===== config.mk =====
export PLATFORM = sky130hd
export DESIGN_NAME = alu_issue_stage
export DESIGN_NICKNAME = d
export VERILOG_FILES = /design/src/rtl/alu_pkg.sv /design/src/rtl/alu_cmd_fifo.sv /design/src/rtl/alu_issue_stage.sv
export SDC_FILE = /design/constraint.sdc
export NUM_CORES = 1
export LEC_CHECK = 0
export CORE_MARGIN = 10
export CORE_UTILIZATION = 45
export CTS_CLUSTER_DIAMETER = 200
export DETAILED_ROUTE_END_ITERATION = 16
export PLACE_DENSITY_LB_ADDON = 0.05
export SYNTH_ARGS = -nofsm -noshare
export SYNTH_HDL_FRONTEND = slang
export SYNTH_SLANG_ARGS = --single-unit

===== constraint.sdc =====
create_clock -name clk -period 5.22 [get_ports clk]
set_input_delay 1.044 -clock clk [delete_from_list [all_inputs] [get_ports clk]]
set_output_delay 1.044 -clock clk [all_outputs]
set_load 0.02 [all_outputs]

===== src/rtl/alu_pkg.sv =====
// rtl/alu_pkg.sv - ALU opcode enum and queued command record for the issue stage.
// Optional ALU_ACC_EN adds a per-entry use_acc bit to the command record.
package alu_pkg;

  localparam int ALU_DW = 8;

  typedef enum logic [2:0] {
    ALU_ADD = 3'b000,
    ALU_SUB = 3'b001,
    ALU_AND = 3'b010,
    ALU_OR  = 3'b011,
    ALU_XOR = 3'b100,
    ALU_SHL = 3'b101,
    ALU_SHR = 3'b110,
    ALU_SLT = 3'b111
  } alu_op_e;

  typedef struct packed {
    alu_op_e           op;
    logic [ALU_DW-1:0] a;
    logic [ALU_DW-1:0] b;
`ifdef ALU_ACC_EN
    logic              use_acc;
`endif
  } alu_cmd_t;

endpackage


===== src/rtl/alu_cmd_fifo.sv =====
// rtl/alu_cmd_fifo.sv - generic synchronous FIFO with wrap-bit pointers and occupancy output.
module alu_cmd_fifo #(
  parameter int DEPTH = 4,
  parameter int WIDTH = 8
) (
  input  logic                     clk,
  input  logic                     rst_n,
  input  logic                     push,
  input  logic [WIDTH-1:0]         push_data,
  input  logic                     pop,
  output logic [WIDTH-1:0]         pop_data,
  output logic                     full,
  output logic                     empty,
  output logic [$clog2(DEPTH):0]   level
);

  localparam int AW = $clog2(DEPTH);

  logic [WIDTH-1:0] mem [DEPTH];
  logic [AW:0]      wr_ptr;
  logic [AW:0]      rd_ptr;
  logic             do_push;
  logic             do_pop;

  // Full is judged before any same-cycle pop, so a full FIFO never accepts.
  assign do_push  = push && !full;
  assign do_pop   = pop && !empty;
  assign empty    = (wr_ptr == rd_ptr);
  assign full     = (wr_ptr[AW] != rd_ptr[AW]) && (wr_ptr[AW-1:0] == rd_ptr[AW-1:0]);
  assign level    = wr_ptr - rd_ptr;
  assign pop_data = mem[rd_ptr[AW-1:0]];

  always_ff @(posedge clk or negedge rst_n) begin
    if (!rst_n) begin
      wr_ptr <= '0;
      rd_ptr <= '0;
    end else begin
      if (do_push) wr_ptr <= wr_ptr + 1'b1;
      if (do_pop)  rd_ptr <= rd_ptr + 1'b1;
    end
  end

  always_ff @(posedge clk) begin
    if (do_push) mem[wr_ptr[AW-1:0]] <= push_data;
  end

endmodule


===== src/rtl/alu_issue_stage.sv =====
// rtl/alu_issue_stage.sv - queues ALU commands, drives the combinational ALU and holds its result.
// Define ALU_ACC_EN to add the accumulator and per-command use_acc operand substitution.
module alu_issue_stage
  import alu_pkg::*;
#(
  parameter int DEPTH = 4,
  parameter int DW    = 8
) (
  input  logic                   clk,
  input  logic                   rst_n,
  input  logic                   cmd_valid,
  output logic                   cmd_ready,
  input  logic [2:0]             cmd_op,
  input  logic [DW-1:0]          cmd_a,
  input  logic [DW-1:0]          cmd_b,
  input  logic                   cmd_use_acc,
  output logic [DW-1:0]          alu_a,
  output logic [DW-1:0]          alu_b,
  output logic [2:0]             alu_sel,
  input  logic [DW-1:0]          alu_res,
  input  logic                   alu_zero,
  input  logic                   alu_cout,
  output logic                   res_valid,
  input  logic                   res_ready,
  output logic [DW-1:0]          res_data,
  output logic                   res_zero,
  output logic                   res_cout,
  output logic [$clog2(DEPTH):0] fifo_level
);

  alu_cmd_t cmd_in;
  alu_cmd_t head;
  logic     full;
  logic     empty;
  logic     issue;

  always_comb begin
    cmd_in    = '0;
    cmd_in.op = alu_op_e'(cmd_op);
    cmd_in.a  = cmd_a;
    cmd_in.b  = cmd_b;
`ifdef ALU_ACC_EN
    cmd_in.use_acc = cmd_use_acc;
`endif
  end

`ifndef ALU_ACC_EN
  logic unused_use_acc;
  assign unused_use_acc = cmd_use_acc;
`endif

  assign cmd_ready = !full;
  assign issue     = !empty && (!res_valid || res_ready);

  alu_cmd_fifo #(
    .DEPTH (DEPTH),
    .WIDTH ($bits(alu_cmd_t))
  ) u_fifo (
    .clk       (clk),
    .rst_n     (rst_n),
    .push      (cmd_valid),
    .push_data (cmd_in),
    .pop       (issue),
    .pop_data  (head),
    .full      (full),
    .empty     (empty),
    .level     (fifo_level)
  );

`ifdef ALU_ACC_EN
  logic [DW-1:0] acc;

  always_ff @(posedge clk or negedge rst_n) begin
    if (!rst_n)     acc <= '0;
    else if (issue) acc <= alu_res;
  end
`endif

  // The ALU sees zeros whenever nothing is queued, so stale RAM never leaks out.
  always_comb begin
    alu_a   = '0;
    alu_b   = '0;
    alu_sel = 3'b000;
    if (!empty) begin
      alu_a   = head.a;
      alu_b   = head.b;
      alu_sel = head.op;
`ifdef ALU_ACC_EN
      if (head.use_acc) alu_a = acc;
`endif
    end
  end

  always_ff @(posedge clk or negedge rst_n) begin
    if (!rst_n) begin
      res_valid <= 1'b0;
      res_data  <= '0;
      res_zero  <= 1'b0;
      res_cout  <= 1'b0;
    end else if (issue) begin
      res_valid <= 1'b1;
      res_data  <= alu_res;
      res_zero  <= alu_zero;
      res_cout  <= alu_cout;
    end else if (res_ready) begin
      res_valid <= 1'b0;
    end
  end

endmodule

### Word level (Yosys, flattened, before mapping)

Memories as Yosys holds them, arrays and structs flattened.
Index checks and enable logic that the tools add are counted.

| cells by class | value |
|---|---|
| add/subtract/negate cells | 3 |
| eq/ne operators | 3 |
| muxes and demuxes | 7 |
| reductions and logical operators | 9 |

Operator list:

| kind | number |
|---|---|
| two-way mux 8 bit | 2 |
| adder 3 x 1 -> 3 bit (second input constant) | 2 |
| logical AND 1 bit | 4 |
| two-way mux 1 bit | 4 |
| == test 3 bit | 1 |
| logical NOT 1 bit | 3 |
| two-way mux 3 bit | 1 |
| subtractor 3 bit | 1 |
| == test 2 bit | 1 |
| nonzero test 2 bit | 1 |
| logical OR 1 bit | 1 |
| != test 1 bit | 1 |

| storage, ports and cells | value |
|---|---|
| register bits after elaboration | 17 |
| bits in writable memories | 76 |
| input port bits | 34 |
| output and inout port bits | 34 |
| logic and storage cells | 29 |
| memories | 1 |

Memory list:

| name | words | bits a word | read ports | clocked after memory_dff | wr ports | RTL line | text |
|---|---|---|---|---|---|---|---|
| u_fifo.mem | 4 | 19 | 1 | 0 | 1 | alu_cmd_fifo.sv:19 | `logic [WIDTH-1:0] mem [DEPTH];` |

### Longest topological paths before layout

| logic depth | value |
|---|---|
| word-level depth | 6 |
| depth in mapped cells | 7 |
| depth with buffers taken out | 5 |

### By module

From an unflattened synthesis, not the netlist that was laid out.

| second synthesis, totals | value |
|---|---|
| cell total of the unflattened synthesis | 192 |
| area total of the unflattened synthesis | 3739.8 um^2 |

By module, submodules not included:

| module | instances | cells an instance | area each (um^2) | sequential area each (um^2) |
|---|---|---|---|---|
| alu_cmd_fifo | 1 | 144 | 3189.3 | 2432.3 |
| alu_issue_stage | 1 | 48 | 550.5 | 275.3 |

### Worst setup path after synthesis

OpenSTA, ideal clock, no wires.

| timing | value |
|---|---|
| path kind | register to output |
| start | register u_fifo.rd_ptr[1] |
| end | output alu_a[7] |
| data arrival time | 1.865 ns |
| data required time | 4.176 ns |
| path slack | 2.311 ns |
| stages on the path, launching flop included | 8 |
| buffers on the path | 2 |
| path through | dfrtp_1 clkbuf_1 inv_1 ha_1 nand2_1 nor2_1 clkbuf_1 nor2b_1 |

| between the ends | value |
|---|---|
| word-level cells in the longest chain between the ends | 2 |
| elaborated cells between the ends (all ways) | 3 |
| those cells by class | 1 x eq/ne; 1 x mux; 1 x memory |

Ends and longest elaborated chain:

| element | RTL line | text |
|---|---|---|
| start: declaration | alu_cmd_fifo.sv:21 | `logic [AW:0] rd_ptr;` |
| start signal: assignment | alu_cmd_fifo.sv:39 | `if (do_pop) rd_ptr <= rd_ptr + 1'b1;` |
| memory read (4 x 19 bit) or == test 3 bit (tied branches) | -- |  |
| two-way mux 8 bit * | alu_issue_stage.sv:84 | `if (!empty) begin` |
| end: declaration | alu_issue_stage.sv:17 | `output logic [DW-1:0] alu_a,` |

Mark *: on every way between the ends. The rest lies on a longest branch, timed or not.

### Worst setup path in the final report

| timing | value |
|---|---|
| start | register u_fifo.wr_ptr[0] |
| end | output alu_a[3] |

| between the ends | value |
|---|---|
| word-level cells in the longest chain between the ends | 2 |

Ends and longest elaborated chain:

| element | RTL line | text |
|---|---|---|
| start: declaration | alu_cmd_fifo.sv:20 | `logic [AW:0] wr_ptr;` |
| start signal: assignment | alu_cmd_fifo.sv:38 | `if (do_push) wr_ptr <= wr_ptr + 1'b1;` |
| == test 3 bit | alu_cmd_fifo.sv:28 | `assign empty = (wr_ptr == rd_ptr);` |
| two-way mux 8 bit | alu_issue_stage.sv:84 |  |

Every way passes these cells.

==> flow_summary.yaml <==
final_layout:
  area_growth_pct: 25.8
  seq_area_um2: 2710
  drive_gt1_frac: 0.198
  nets: 299
  final_cell_mix: "edfxtp_1, clkdlybuf4s50_1, mux4_2, nor2b_1, dfrtp_1"
  mostFrequentLayoutCell: "edfxtp_1"
  multi_input_area_um2: 973
  nFillCells: 628
  diodes: 0
hold_path:
  hold-path-cell-count: 1
  hold_path_class: "reg -> reg"
sta:
  worst-slew-pin-transition_ps: 1030
  setup_ws_ps: 1300
  hold_violations: 0
  period_share: 0.751
  maxSlewHeadroom: 0.315
  finClkSkew_ps: 8.10
  setup_viol: 0
  drv_slew: 0
  finalSetupTns_ps: 0
  rsz0062_at_grt: "false"
  fmax_mhz: 255
  period_minus_slack_ps: 3920
  hold_ws_ps: 513
worst_setup_path:
  critPathSlowestCell: "nor2_2"
  critPathRequiredTime_ps: 4180
  worstPathMaxFanout: 20
  cp-end-kind: "output pin"
  path_class: "reg -> out"
  max_stage_delay_ps: 760
  crit_arrival_ps: 2880
  crit_chain: "inv_1, ha_1, nand2_1, nor2_2, nor2b_1, clkdlybuf4s50_1"
  reg2regPathDepth: 4
  crit_path_start_kind: "register"
logic_synthesis:
  syn_inst: 185
  yosysTopAreaCellShare: 0.611
  ys_top_cells_by_area: "edfxtp_1, mux4_2, dfrtp_1, mux2_4, nor2b_1"
  ys_seq_area_frac: 0.724
  synth_largest_area_cell: "edfxtp_1"
  yosysWarnings: 0
  synth_cell_types: 24
  avgSynthCellArea_um2: 20.2
  ys_seq_elements: 93
  synth_area_um2: 3740
  synth.net_count: 227
drt:
  detail_route.wl_per_cell_um: 18.3
  via_per_inst: 5.04
  ant_nets: 0
  num_vias: 1848
  dr.first_iter.drc_count: 46
  drc: 0
  dr.pass1.iters: 4
  drt_wl_total_um: 6700
clock_network:
  clk_path_buf_depth: 2
  cts_buffers: 9
  cts_max_level: 3
  cts_setup_buffers: 0
  holdBufCountCts: 0
  cts_sinks: 93
  cts-root-buf: "clkbuf_8"
  cts_resized: 0
  cts_tree: "built"
  worstSkewPairLatency_ps: 340
  clk_pin_slew_ps: 90
floorplanning:
  start_util: 0.459
  core_um2: 8130
  rows: 33
  die_h_um: 111
  die_w_um: 111
  io_pins: 68
  die_area_um2: 12300
power:
  p_per_area_nw_per_um2: 673
  power_uw: 3170
  ir_drop_mv: 0.305
  leakagePower_uw: 0.00167
global_routing:
  overflow: 0
  grt_max_degree: 23
  first_global_vias: 2060
  antenna_found_initial: 0
  grt_pass1_wl_um: 11100
  grt_use_total: 0.113
placement:
  place_ws_ps: 1650
  hpwl_um: 4310
  io_buffers: 66
  globalplace.congestion: 0.702
status:
  status: "finished clean"
flow_run:
  maxCapViolations: 0
critical path, delay by kind of cell, from the launching register on:
family                   cells  cell delay (ps)
AND/OR/NAND/NOR              3             1070
buffers and inverters        2              700
flip-flops                   1              420
adder cells (fa/ha/maj)      1              350
through the flow:
step	utilization	cells	cell area (um^2)
after floorplan	-	185	3740
after global routing	0.578	367	4700
after CTS	0.578	367	4700
final	0.578	367	4700
after global placement	0.555	351	4510
after detailed placement	0.555	351	4510
layer usage:
layer  global-route usage  vias up  part of all wire
li1                     -      853                 -
met1                0.140      943              0.43
met2                0.183       43              0.51
met3               0.0330        9             0.045
met4               0.0437        0             0.012
met5                    0        -                 0
final cells by class:
| cell class | instances | area share |
|---|---|---|
| multi-input combinational | 79 | 0.207 |
| clock inverter | 6 | 0.0136 |
| clock buffer | 10 | 0.0271 |
| timing repair buffer | 68 | 0.144 |
| tap | 105 | 0.0279 |
| inverter | 6 | 0.00479 |
| sequential | 93 | 0.576 |
synth_stat cells, drive strengths merged:
| cell | number |
|---|---|
| o211ai | 1 |
| mux2 | 13 |
| clkbuf | 4 |
| nand2 | 4 |
| inv | 6 |
| nand2b | 1 |
| dfrtp | 17 |
| nor2b | 19 |
| xor2 | 2 |
| nand3 | 1 |
| edfxtp | 76 |
| mux4 | 19 |
| ha | 7 |
| o21ai | 2 |
| nor2 | 1 |
| xnor2 | 3 |
| and3 | 4 |
| a31o | 1 |
| buf | 3 |
| fa | 1 |
path summary, 6_finish.rpt:
| check | start | endpoint | slack (ps) |
|---|---|---|---|
| setup reg to reg | u_fifo.wr_ptr[0] | u_fifo.mem[0][5] | 2950 |
| min in group asynchronous | rst_n | u_fifo.wr_ptr[0] | 1160 |
| hold reg to reg | res_data[7] | res_data[7] | 510 |
| setup / recovery | u_fifo.wr_ptr[0] | alu_a[3] | 1300 |
| max in group asynchronous | rst_n | u_fifo.rd_ptr[1] | 3580 |
| hold / removal | res_data[7] | res_data[7] | 510 |
where the power goes:
group          total, uW  leakage [uW]  internal [uW]  switching, uW
Sequential          1090      0.000893           1020           69.7
Clock                458     0.0000939            221            237
Combinational       1610      0.000684            794            821
Total               3170       0.00167           2040           1130
registers in the layout, summed over array words and instances (netlist names):
signal         cells
res_cout           1
res_zero           1
u_fifo.mem        76
u_fifo.rd_ptr      3
res_data           8
u_fifo.wr_ptr      3
res_valid          1
kinds of logic (layout without fill, tap and decap cells):
group                      Yosys count  count (layout)  synth area share
muxes                               32              32             0.163
xor gates and xnor gates             5               5            0.0137
adders and majority gates            8               8            0.0288
DFF                                 93              93             0.724
AOI/OAI and AO/OA                    4               4           0.00804
buffers and inverters               13              90            0.0157
and+or+nand+nor                     30              30            0.0465
No activity file was read; power rests on OpenSTA's default activity.
